<file path="config.mk">
export PLATFORM = sky130hd
export DESIGN_NAME = modo_libre_multinota
export DESIGN_NICKNAME = d
export VERILOG_FILES = /design/src/rtl/modo_libre_multinota.sv
export SDC_FILE = /design/constraint.sdc
export NUM_CORES = 1
export LEC_CHECK = 0
export BUFFER_PORTS_ARGS = -buffer_cell sky130_fd_sc_hd__buf_2
export CAP_MARGIN = 5
export CORE_MARGIN = 4
export CORE_UTILIZATION = 48
export CTS_CLUSTER_SIZE = 30
export DETAILED_ROUTE_END_ITERATION = 10
export PLACE_DENSITY = 0.72
export SLEW_MARGIN = 0
export SYNTH_ARGS = -nofsm -noshare
export SYNTH_HDL_FRONTEND = slang
export SYNTH_SLANG_ARGS = --single-unit
</file>
<file path="constraint.sdc">
create_clock -name clk -period 4.5 [get_ports clk]
set_input_delay 0.675 -clock clk [delete_from_list [all_inputs] [get_ports clk]]
set_output_delay 0.675 -clock clk [all_outputs]
set_load 0.05 [all_outputs]
</file>
<file path="src/rtl/modo_libre_multinota.sv">
// Free-play note FSM: maps held ASCII keys KEY_BASE..KEY_BASE+NUM_NOTES-1 to note
// indices, enforces a minimum sound time and reports each finished note and its length.
module modo_libre_multinota #(
    parameter int         NUM_NOTES = 4,
    parameter int         NOTE_W    = 3,
    parameter logic [7:0] KEY_BASE  = 8'd97,
    parameter int         MIN_HOLD  = 4,
    parameter int         DUR_W     = 16
) (
    input  logic              clk,
    input  logic              reset,
    input  logic              inicio,
    input  logic              fin,
    input  logic [7:0]        entrada,
    output logic [NOTE_W-1:0] notaSalida,
    output logic              contar,
    output logic [DUR_W-1:0]  duracion,
    output logic              nota_fin,
    output logic [NOTE_W-1:0] nota_fin_id,
    output logic [DUR_W-1:0]  nota_fin_dur
);

    typedef enum logic [1:0] {
        IDLE    = 2'd0,
        ESPERA  = 2'd1,
        SONANDO = 2'd2,
        SOSTEN  = 2'd3
    } estado_t;

    localparam logic [7:0]       KEY_LAST = KEY_BASE + 8'(NUM_NOTES - 1);
    localparam logic [DUR_W-1:0] DUR_MAX  = '1;
    localparam logic [DUR_W-1:0] HOLD     = DUR_W'(MIN_HOLD);
    localparam logic [DUR_W-1:0] DUR_ONE  = DUR_W'(1);

    estado_t           estado, estado_sig;
    logic [NOTE_W-1:0] nota_sig, fin_id_sig, tecla_id;
    logic [DUR_W-1:0]  dur_sig, fin_dur_sig, dur_inc;
    logic              contar_sig, fin_sig, terminar, tecla_valida;
    logic [7:0]        offset;

    always_comb begin
        offset       = entrada - KEY_BASE;
        tecla_valida = (entrada >= KEY_BASE) && (entrada <= KEY_LAST);
        tecla_id     = NOTE_W'(offset + 8'd1);
        dur_inc      = (duracion == DUR_MAX) ? duracion : duracion + DUR_ONE;
    end

    // NOTE: every variable gets a default before the case so no path leaves one
    // unassigned; a missing default here would infer a latch.
    always_comb begin
        estado_sig = estado;
        nota_sig   = notaSalida;
        contar_sig = contar;
        dur_sig    = duracion;
        terminar   = 1'b0;

        case (estado)
            IDLE: begin
                nota_sig   = '0;
                contar_sig = 1'b0;
                dur_sig    = '0;
                if (inicio) estado_sig = ESPERA;
            end
            ESPERA: begin
                nota_sig   = '0;
                contar_sig = 1'b0;
                dur_sig    = '0;
                if (fin) begin
                    estado_sig = IDLE;
                end else if (tecla_valida) begin
                    estado_sig = SONANDO;
                    nota_sig   = tecla_id;
                    contar_sig = 1'b1;
                    dur_sig    = DUR_ONE;
                end
            end
            SONANDO, SOSTEN: begin
                if (fin) begin
                    estado_sig = IDLE;
                    terminar   = 1'b1;
                    nota_sig   = '0;
                    contar_sig = 1'b0;
                    dur_sig    = '0;
                end else if (tecla_valida && tecla_id == notaSalida) begin
                    estado_sig = SONANDO;
                    dur_sig    = dur_inc;
                end else if (tecla_valida) begin
                    // Direct switch: the new note starts on the same edge, no silent gap.
                    estado_sig = SONANDO;
                    terminar   = 1'b1;
                    nota_sig   = tecla_id;
                    dur_sig    = DUR_ONE;
                end else if (duracion >= HOLD) begin
                    estado_sig = ESPERA;
                    terminar   = 1'b1;
                    nota_sig   = '0;
                    contar_sig = 1'b0;
                    dur_sig    = '0;
                end else begin
                    estado_sig = SOSTEN;
                    dur_sig    = dur_inc;
                end
            end
            default: begin
                estado_sig = IDLE;
                nota_sig   = '0;
                contar_sig = 1'b0;
                dur_sig    = '0;
            end
        endcase

        fin_sig     = terminar;
        fin_id_sig  = terminar ? notaSalida : nota_fin_id;
        fin_dur_sig = terminar ? duracion   : nota_fin_dur;
    end

    // NOTE: state is updated with non-blocking assignments so every register samples
    // the pre-edge values, matching the end-of-note report of the value before the edge.
    always_ff @(posedge clk) begin
        if (reset) begin
            estado       <= IDLE;
            notaSalida   <= '0;
            contar       <= 1'b0;
            duracion     <= '0;
            nota_fin     <= 1'b0;
            nota_fin_id  <= '0;
            nota_fin_dur <= '0;
        end else begin
            estado       <= estado_sig;
            notaSalida   <= nota_sig;
            contar       <= contar_sig;
            duracion     <= dur_sig;
            nota_fin     <= fin_sig;
            nota_fin_id  <= fin_id_sig;
            nota_fin_dur <= fin_dur_sig;
        end
    end

endmodule

</file>
==> results.md, run 1 <==
Die:
- The height of the die is 79.0 um.
- The floorplan step defined a die boundary enclosing 0.00624 sq mm.
- The total area inside the core boundary comes to 0.00482 sq mm.
- The initial utilization of the core area, before any placement, comes to 50.2%.
- The floorplan has 25 rows.
- The count of boundary I/O pins is 52.
- The die is 79.0 um wide.

Finish:
- The storage element area is 841 sq um.
- The count of placed standard cells in the final layout, fillers left out is 399.
- The combined area of the multi-input logic cells is 0.00144 sq mm.
- The number of filler instances in the final layout is 462.
- Relative to the synthesized area, the layout overhead comes to 14.1%.
- The utilization after layout is 57.3%.
- For this run, the post-layout net count is 345.
- The repair_antennas step left the layout with diodes totalling 0.
- The share of cells above drive strength 1 is 21.4%.

Clock network:
- The clock tree synthesis step divided the H-tree into 2 levels.
- The total number of clock tree sinks is 42.
- The number of gates resized after CTS was 0.
- The tree is rooted in a clkbuf_8.
- The CTS clock-pin slew for the worst setup and hold paths is 0.08 ns.
- The later pin in the worst-skew pair is clocked with a latency of 0.30 ns.
- Buffers inserted to repair hold after CTS numbered 0.
- The number of clock buffers inserted by TritonCTS is 5.
- The number of buffers on the longest clock path is 2.
- The CTS tree is built.
- The number of setup buffers added after CTS is 0.

Place:
- The number of buffers inserted by port buffering is 51.
- The half-perimeter wire length after placement is 4.05 mm.
- The placed instance count is 391.
- The final weighted congestion in routability-driven placement is 0.818.

Logic synthesis:
- The synthesized netlist devotes 1.03% of its cell area to adder and majority cells.
- The register bit total from synthesis is 42.
- By area, the combinational part of the netlist is dominated by simple AND/OR/NAND/NOR gates.
- Of the total synthesized cell area, the portion taken by XOR and XNOR cells is 4.71%.
- The fraction of synthesized area in multiplexers is 1.66%.
- Summing the areas of all and, or, nand and nor instances in the mapped netlist gives 34.8% of the synthesized area.
- The average cell area after synthesis is 8.20 sq um.
- The synthesized instance count is 295.
- Synthesis instantiated 39 different standard cells from the library.
- The count of synthesis-stage warnings from yosys is 0.
- In this run, synthesis inferred 0 flip-flops with an integrated enable.
- The most used flip-flop cell after synthesis is dfxtp_1.
- The post-synthesis sequential area ratio is 34.8%.
- Summing every instance area after synthesis gives 0.00242 sq mm.
- The proportion of synthesized flip-flops having asynchronous set or reset is 0%.
- The net count after synthesis is 309.
- The fraction of the mapped netlist area in compound gates is 17.5%.

Pwr:
- Cell internal power was estimated by the tool at 0.000507 W.
- The net switching share of the total power is 24.0%.
- The switching power summed over all nets is 0.000160 W.
- The largest voltage drop on the vdd net is 0.186 mV.
- The clock network accounts for 39.0% of the total power.
- The power share of the sequential group is 55.8%.
- The combinational share of power is 5.2%.
- Summed over all cells, the static leakage comes to 1.04 nW.
- Dividing total power by cell area gives a power density of 242 mW/mm^2.

STA:
- The clock period could shrink to 2.56 ns.
- The upper clock frequency limit is 0.391 GHz.
- The clock arrives with 0.00693 ns of skew.
- For the pin with the worst max-slew slack, the measured transition is 0.894 ns.
- Setup violations remaining at the end of the flow were counted as 0.
- Setup repair after global routing left no endpoint under its margin.
- The number of endpoints with negative hold slack in the final report is 0.
- The final count of pins violating max slew is 0.
- Of the available clock period, the critical path in the final layout requires 56.9%.
- The post-route setup TNS is 0 ns.
- Headroom to the max-slew limit came out at 40.3%.

Worst setup path:
- The peak fanout along the critical path is 24.
- For the worst flop-to-flop path, the logic depth is 6.
- The data arrival time of the worst path is 2.77 ns.
- For flop-to-flop paths, the worst setup slack is 2.11 ns.
- The signal on the critical path passes through buf_2 > nor4b_2 > and4b_1 > o21ba_1 > buf_4 > nand4b_1 > o311ai_1.
- The critical path endpoint category is a register.
- The capture point of the worst reg-to-reg path is nota_fin_dur[15].
- The worst path required time is 4.71 ns.
- The slowest library cell on the worst path is o21ba_1.
- The worst setup path category is in -> reg.
- The peak per-stage delay on the critical path is 0.68 ns.
- The startpoint identified for the worst register-to-register timing path is duracion[2].
- The critical path startpoint category is an input pin.
- Counting both buffers and inverters, the worst setup path holds a total of 2.
- The top cell family by delay on the critical path is compound AO/OA/AOI/OAI gates.

Flow run:
- The number of max-cap violations is 0.

Min path:
- The worst hold path begins at contar.
- The worst hold path belongs to the class reg -> reg.
- The worst hold path was traced through 2 stages.
- The worst hold path terminates at contar.

Routing:
- In the routed design, unresolved DRC markers number 0.
- The number of detailed-route iterations in the first pass is 4.
- In this run, the number of DRC markers left after iteration 0 of detailed routing was 226.
- After detailed routing, the total wire length is 6.09 mm.
- After detailed routing, the number of vias per cell comes to 5.80.
- The detail-routed net length per standard cell is 15.3 um.
- The routed layout has 2316 vias.
- In this run the remaining antenna-violating nets after routing total 0.

Global routing:
- The global routing usage summed across all routing layers is 20.3%.
- The first global-routing pass estimated 10.3 mm of wire.
- Entering global routing, the biggest net connects 47 pins.
- The number of antenna violations at the first check in global routing is 0.
- The via count of the first global-routing pass is 2112.
- The total congestion overflow is 0.

Outcome:
- The flow ran to the end, and the final reports show no timing, DRC or antenna violations.
cell usage in the layout, fill, tap and decap left out, types with 8 or more instances in the layout:
| cell | instances |
|---|---|
| nor2_1 | 36 |
| buf_2 | 51 |
| dfxtp_1 | 42 |
| nand3_1 | 10 |
| nand4b_1 | 19 |
| a21oi_1 | 26 |
| xnor2_1 | 8 |
| nor3b_1 | 20 |
| o311ai_1 | 19 |
| nand2_1 | 27 |
state kept, by name, summed over array words and instances (netlist names):
name / flops
contar: 1
duracion: 16
estado: 2
notaSalida: 3
nota_fin: 1
nota_fin_dur: 16
nota_fin_id: 3
synthesized netlist by cell type (2+ instances only):
cell,number,area share (%)
and4_1,2,0.72
xor2_1,5,1.8
nor2_1,36,5.6
nand4b_1,19,6.9
o2111ai_1,3,1.1
a21oi_2,2,0.72
buf_4,2,0.62
dfxtp_1,42,35
ha_1,2,1.0
xnor2_1,8,2.9
nand2b_1,4,1.0
buf_2,5,1.0
nand4_1,3,0.78
nor3_1,6,1.2
inv_1,5,0.78
a211oi_1,2,0.62
and3_1,2,0.52
a21oi_1,26,5.4
o311ai_1,19,6.9
nor3b_1,20,6.2
clkbuf_1,17,2.6
nand3_1,10,2.1
o21ai_0,3,0.62
a311oi_1,4,1.4
nand2_1,27,4.2
nor4_1,3,0.78
and4_2,3,1.2
mux2i_1,4,1.7
metrics by stage:
| stage | cell area (sq um) | hold WS, ns | setup WS (ns) | power [W] |
|---|---|---|---|---|
| 5_1_grt | 2760 | 0.538 | 1.76 | 0.000692 |
| 3_5_place_dp | 2670 | 0.491 | 1.64 | 0.000415 |
| 4_1_cts | 2760 | 0.503 | 1.96 | 0.000671 |
| 2_1_floorplan | 2420 | 0.483 | 2.53 | 0.000407 |
| 3_3_place_gp | 2670 | 0.482 | 1.72 | 0.000415 |
| 6_report | 2760 | 0.503 | 1.94 | 0.000667 |
tightest hold or removal path, stage by stage, from the launching register on:
cell and delay, ns:
dfxtp_1 0.33, nand3_1 0.08, a21oi_1 0.06
how the worst max path moves through the flow:
| stage | depth (start not counted) | endpoint | slack (ns) | from |
|---|---|---|---|---|
| floorplan | 7 | nota_fin_dur[15] | 2.53 | entrada[7] |
| global route | 7 | nota_fin_dur[15] | 1.76 | entrada[7] |
| global placement | 6 | duracion[14] | 1.72 | entrada[7] |
| finish | 7 | nota_fin_dur[15] | 1.94 | entrada[7] |
| detailed placement | 6 | duracion[14] | 1.64 | entrada[7] |
| CTS | 6 | duracion[14] | 1.96 | entrada[7] |
per-layer routing:
layer | GRT usage (%) | vias up | part of all wire (%)
li1 | - | 1167 | -
met1 | 27.7 | 1098 | 49
met2 | 32.1 | 49 | 45
met3 | 5.22 | 2 | 4.9
met4 | 4.64 | 0 | 0.39
met5 | 0 | - | 0
cell type report:
class | instances | share of cell area [%]
clock buffer | 6 | 2.99
tap | 67 | 3.04
sequential | 42 | 30.5
multi-input combinational | 223 | 52.3
inverter | 5 | 0.680
timing repair buffer | 54 | 10.1
clock inverter | 2 | 0.453
power by group through the flow:
stage	Clock [W]	Sequential (W)	Combinational (W)
after CTS	0.000264	0.000372	0.0000344
after floorplan	0	0.000381	0.0000253
after global placement	0	0.000381	0.0000336
after global routing	0.000282	0.000373	0.0000378
final	0.000260	0.000372	0.0000347
after detailed placement	0	0.000381	0.0000343
cells by family (layout without fill, tap and decap cells):
logic type	Yosys count	in the layout
buf+inv	30	67
xor+xnor	13	13
mux	4	4
simple gates	143	143
fa+ha+maj	2	2
flops	42	42
compound gates	61	61
(Power assumes the default switching activity.)
==> run 2: changes to the inputs <==
--- a/config.mk
+++ b/config.mk
@@ -11,7 +11,7 @@
 export CORE_UTILIZATION = 48
 export CTS_CLUSTER_SIZE = 30
 export DETAILED_ROUTE_END_ITERATION = 10
-export PLACE_DENSITY = 0.72
+export PLACE_DENSITY = 0.75
 export SLEW_MARGIN = 0
 export SYNTH_ARGS = -nofsm -noshare
 export SYNTH_HDL_FRONTEND = slang
==> constraint.sdc (replaced) <==
create_clock -name clk -period 2.3 [get_ports clk]
set_input_delay 0.345 -clock clk [delete_from_list [all_inputs] [get_ports clk]]
set_output_delay 0.345 -clock clk [all_outputs]
set_load 0.05 [all_outputs]
==> results.md, run 2 (synthesis gave the netlist of run 1 again) <==
Pwr:
- The combinational share of power is 5.9%.
- The power density over cell area is 440 mW/mm^2.
- Registers are responsible for 58.4% of the overall power.
- Internal power comes to 0.000965 W.
- The clock share of power is 35.7%.
- The analysis attributes to net switching a power of 0.000283 W.
- The net switching share of the total power is 22.7%.
- For this design the static power due to leakage is 1.09 nW.
- The largest voltage drop on the vdd net is 0.270 mV.

Worst setup path:
- The endpoint identified for the worst register-to-register timing path is notaSalida[1].
- The data arrival time of the worst path is 2.10 ns.
- The worst register-to-register path begins at duracion[8].
- At the worst endpoint, the required time is 2.48 ns.
- The slack of the worst reg-to-reg path is 0.37 ns.
- The critical path in this run is classified as reg -> reg.
- The depth of the worst register-to-register path is 6.
- The peak fanout along the critical path is 41.
- STA classifies the critical path startpoint as a register.
- The critical path endpoint category is a register.

Finish:
- Once layout is complete, the cells apart from fillers number 407.
- The net count of the finished layout is 354.
- The library cell used most frequently in the layout, excluding fill and tap cells, is buf_2.
- In the final layout, flip-flops and latches occupy 841 sq um.
- The utilization after layout is 58.8%.
- The layout has 447 filler cells.
- The top cell types in the final layout, fill and taps aside, are buf_2, dfxtp_1, nor2_1, nand2_1, a21oi_1.
- The synthesis-to-finish area growth is 17.2%.
- The repair_antennas step left the layout with diodes totalling 0.
- The largest registers in the layout are duracion (16), nota_fin_dur (16).
- The share of cells above drive strength 1 is 22.6%.
- The multi-input combinational cells in the finished layout cover a total of 0.00144 sq mm.

STA:
- Measured against its own limit, the worst slew margin works out to 71.4%.
- For this run, the top clock speed supported by timing is 0.519 GHz.
- Setup total negative slack on the finished layout was measured at 0 ns.
- The routed design could run at a clock period as short as 1.93 ns.
- The worst path uses 83.7% of the clock period.
- The number of endpoints with negative hold slack in the final report came to 0.
- The final count of pins violating max slew is 0.
- The transition at the pin with the smallest max-transition slack is 0.429 ns.
- Setup violations remaining at the end of the flow were counted as 0.
- Between clock sinks in the finished design, the worst skew comes to 0.00992 ns.
- Setup repair after global routing left no endpoint under its margin.

Global routing:
- For this run, global-route usage on met1 was measured as 28.9%.
- Summed over all layers, the global routing overflow is 0.
- The via count of the first global-routing pass is 2056.
- The pin count of the biggest net entering global routing is 74.
- The met3 capacity usage during global routing is 4.54%.
- The number of antenna violations at the first check in global routing is 0.
- The first global-routing pass estimated 10.1 mm of wire.
- Across every metal layer, demand over resource in global routing totals 20.0%.
- For met2 alone, demand over resource in global routing was 28.6%.
- The peak-usage layer in the global routing report is met1.

Die:
- The floorplan has 25 rows.
- The die outline width is 79.0 um.
- The height of the die is 79.0 um.
- Once the floorplan was initialized, standard cells occupied 50.2% of the core.
- The core region area is 0.00482 sq mm.
- The area of the die is 0.00624 sq mm.
- The count of boundary I/O pins is 52.

Routing:
- For this run, the detailed router's first-pass iteration total came to 5.
- Detailed routing inserted a total of 2357 vias.
- Using the TritonRoute via totals, the vias-per-cell ratio works out to 5.79.
- The antenna violation net count after detailed routing is 0.
- The number of DRC markers in iteration 0 is 249.
- For this run, design rule violations remaining after detail routing come to 0.
- The routed wire length is 5.91 mm.
- In the final routed layout, each cell accounts on average for 14.5 um.

Clock network:
- The tree is rooted in a clkbuf_8.
- The number of setup buffers added after CTS is 0.
- The CTS tree is built.
- The total number of H-tree levels is 2.
- No sink is reached through more buffers than the 2 on the longest clock path.
- Hold repair after CTS inserted 0 buffers.
- The number of clock buffers inserted by TritonCTS is 5.
- The number of resized instances in the post-cts repair step is 0.
- The CTS clock-pin slew for the worst setup and hold paths is 0.07 ns.
- The later pin in the worst-skew pair is clocked with a latency of 0.29 ns.
- The clock drives 42 sinks.

Min path:
- The worst hold path startpoint is inicio.
- The worst hold path belongs to the class in -> reg.
- The end point of the most critical hold path is estado[0].
- The number of stages on the worst hold path is 3.

Place:
- At the end of routability-driven placement, the weighted congestion stood at 0.788.
- In this run, placement finished with an instance count of 400.
- The number of buffers inserted by port buffering is 51.
- The half-perimeter wire length after placement is 4.04 mm.

Outcome:
- The run finished with clean final reports.

Flow run:
- The number of max-cap violations is 0.
[run 2: cell count changes in the layout (fill, tap and decap cells not counted), sizes merged]
cell / before / now
buf: 54 / 63
clkinvlp: 1 / 0
clkinv: 1 / 0
clkbuf: 6 / 7
[run 2: worst max-delay path: stages (launching register included)]
cell and delay (ns):
dfxtp_1 0.40, nor4_1 0.29, and4_1 0.27, o21ba_1 0.26, buf_12 0.24, nand3_1 0.19
mux2i_1 0.16
[run 2: routing by layer]
layer	part of all wire (%)	wire length [um]
met1	47	2770
met2	46	2710
met3	5.1	302
met4	2.1	124
met5	0	0
[run 2: power groups by stage]
stage | combinational (W) | clock [W] | sequential [W]
4_1_cts | 0.0000725 | 0.000458 | 0.000728
3_5_place_dp | 0.0000722 | 0 | 0.000746
3_3_place_gp | 0.0000708 | 0 | 0.000746
5_1_grt | 0.0000795 | 0.000493 | 0.000728
2_1_floorplan | 0.0000496 | 0 | 0.000746
6_report | 0.0000731 | 0.000446 | 0.000729
[run 2: metrics by stage]
step / hold slack (ns) / total power [W] / instance area, sq um / setup slack (ns)
global placement: 0.507 / 0.000816 / 2760 / 0.287
global route: 0.326 / 0.00130 / 2830 / 0.196
CTS: 0.296 / 0.00126 / 2830 / 0.381
floorplan: 0.483 / 0.000795 / 2420 / 0.392
detailed placement: 0.503 / 0.000818 / 2760 / 0.243
finish: 0.293 / 0.00125 / 2830 / 0.374
[run 2: area by class of cell]
class | count | area share, %
Sequential cell | 42 | 29.7
Multi-Input combinational cell | 223 | 50.9
Timing Repair Buffer | 63 | 13.1
Clock buffer | 7 | 2.69
Tap cell | 67 | 2.96
Inverter | 5 | 0.662
[run 2: worst max-delay path by stage]
stage / start / endpoint / depth (start not counted)
global placement: entrada[7] / notaSalida[0] / 7
finish: duracion[8] / notaSalida[1] / 6
detailed placement: entrada[7] / notaSalida[1] / 7
CTS: duracion[11] / notaSalida[1] / 6
global route: duracion[11] / notaSalida[1] / 6
floorplan: duracion[1] / duracion[0] / 5
==> run 3: changes to the inputs <==
==> constraint.sdc (replaced) <==
create_clock -name clk -period 1.56 [get_ports clk]
set_input_delay 0.234 -clock clk [delete_from_list [all_inputs] [get_ports clk]]
set_output_delay 0.234 -clock clk [all_outputs]
set_load 0.05 [all_outputs]
==> results.md, run 3 (synthesis gave the netlist of run 1 again) <==
Worst setup path:
- At the worst endpoint, the arrival time is 1.97 ns.
- The worst path required time is 1.80 ns.
- Tracing the worst setup path back leads to its startpoint at duracion[8].
- The depth of the worst register-to-register path is 6.
- In this run the critical register-to-register path is launched from duracion[8].
- The worst setup path is captured at a register.
- The critical path startpoint category is a register.
- By startpoint and endpoint, the worst setup path is classified as reg -> reg.
- The peak fanout along the critical path is 8.

Clock network:
- The H-tree was split into 2 levels.
- For this design, the CTS-stage hold fixing added 0 buffers.
- The clock network latency to the later pin of the worst-skew pair is 0.30 ns.
- The CTS tree is built.
- The CTS clock-pin slew for the worst setup and hold paths is 0.08 ns.
- The clock tree root buffer cell is clkbuf_8.
- The total number of clock tree sinks is 42.
- TritonCTS created 5 clock buffers.
- The longest clock path from root to sink contains 2 buffers.

Place:
- The congestion estimate from routability-driven global placement came to 0.940.
- Detailed placement finished with a half-perimeter wire length of 4.61 mm.
- Buffers placed on the I/O ports in this run total 51.
- The setup slack after placement is -0.288 ns.

STA:
- The minimum period implied by the final worst setup slack is 1.73 ns.
- The setup skew after layout is 0.00763 ns.
- The final critical-path share of the clock period is 111%.
- Measured against its own limit, the worst slew margin works out to 77.1%.
- The final count of pins violating max slew is 0.
- Setup repair after global routing could not meet its margin everywhere.
- At the pin with the least slew margin, the transition time is 0.340 ns.
- The upper clock frequency limit is 0.578 GHz.
- The number of endpoints with negative hold slack in the final report is 0.
- In the post-route analysis, the smallest setup slack over all paths is -0.169 ns.
- Setup violations remaining at the end of the flow were counted as 39.

Global routing:
- The pin count of the biggest net entering global routing is 74.
- After global routing, the most crowded layer is met2.
- The via count of the first global-routing pass is 2292.
- The first global-routing pass estimated 10.8 mm of wire.
- The total congestion overflow is 0.
- Global routing used 27.9% of the available met1 tracks.
- The met3 capacity usage during global routing is 3.17%.
- The number of antenna violations at the first check in global routing came to 0.
- The met2 demand-to-capacity share in global routing is 36.1%.
- Global routing used 21.7% of the available tracks across all layers.

Die:
- The core region area is 0.00482 sq mm.
- The height of the die is 79.0 um.
- In this run the count of I/O pins placed on the die edge is 52.
- The floorplan has 25 rows.
- The area of the die is 0.00624 sq mm.
- The die outline width is 79.0 um.
- The effective utilization at floorplan is 50.2%.

Pwr:
- The largest voltage drop on the vdd net is 0.350 mV.
- Power spread over the standard cell area amounts to 575 mW/mm^2.
- The analysis attributes to cell leakage a power of 1.34 nW.

Min path:
- The number of stages on the worst hold path is 3.
- The worst hold path startpoint is inicio.
- The min-delay analysis places its worst path in the category in -> reg.

Routing:
- Dividing the detail-routed wire length by the instance count gives 15.8 um.
- After detailed routing, the number of remaining DRC violations is 0.
- The number of detailed-route iterations in the first pass is 4.
- The antenna violation net count after detailed routing is 0.
- The routed wire length is 7.11 mm.
- The routed via count divided by cell count is 5.75.
- The routed layout has 2583 vias.
- The number of DRC markers in iteration 0 is 193.

Finish:
- The repair_antennas step left the layout with diodes totalling 0.
- For this run, the post-layout net count is 395.
- From synthesis to final layout, the design area changed by 41.4%.
- The utilization after layout is 71.0%.
- In the layout the commonest cells are buf_2, buf_4, nor2_1, nand2_1, a21oi_1.
- The share of cells above drive strength 1 is 41.6%.
- The most frequent standard cell in the layout excluding fill and tap cells is buf_2.
- In the final layout, the registers with the most flip-flops are duracion (16), nota_fin_dur (16).

Outcome:
- The final reports fail on setup timing.
- The run finished, with violations left.

Flow run:
- Across the run, the number of max-cap violations was 0.
## run 3: power breakdown
part	internal, W	switching (W)
combinational	0.0000502	0.0000704
sequential	0.00105	0.00000101
clock	0.000415	0.000383
## run 3: layout make-up
cell class	count	area (sq um)
Fill cell	379	1400
Clock buffer	8	101
Timing Repair Buffer	104	724
Inverter	5	18.8
Multi-Input combinational cell	223	1590
Sequential cell	42	900
Tap cell	67	83.8
## run 3: stage by stage
step           setup TNS, ns  cell area (sq um)  instances  hold WS [ns]  total power, W
3_5_place_dp           -8.50               3070        432         0.470         0.00119
6_report               -4.58               3420        449         0.178         0.00197
2_1_floorplan              0               2480        295         0.375         0.00115
4_1_cts                -2.42               3260        441         0.173         0.00197
5_1_grt                -7.67               3420        449         0.177         0.00204
3_3_place_gp           -6.73               3070        432         0.464         0.00118
## run 3: repair_timing
action / 4_1_cts / 5_1_grt
endpoints found under the setup margin: 40 / 39
resized for setup: 17 / 21
pin swaps: 12 / 12
setup buffers: 1 / 8
## run 3: per-layer routing
layer | wire length, um | vias to the layer above
met2 | 3530 | 70
met4 | 179 | 0
met3 | 360 | 15
met1 | 3040 | 1236
met5 | 0 | -
li1 | - | 1262
## run 3: final timing paths
path / endpoint / slack [ns]
setup / recovery: duracion[3] / -0.17
hold / removal: estado[0] / 0.18
setup reg to reg: duracion[3] / -0.17
hold reg to reg: contar / 0.50
## run 3: critical path, cell delays in order, from the launching register on
cell and delay [ns]:
dfxtp_4 0.38, nor4_2 0.32, and4_1 0.27, o21ba_4 0.20
nand4b_4 0.20, buf_12 0.20, nor2_2 0.10
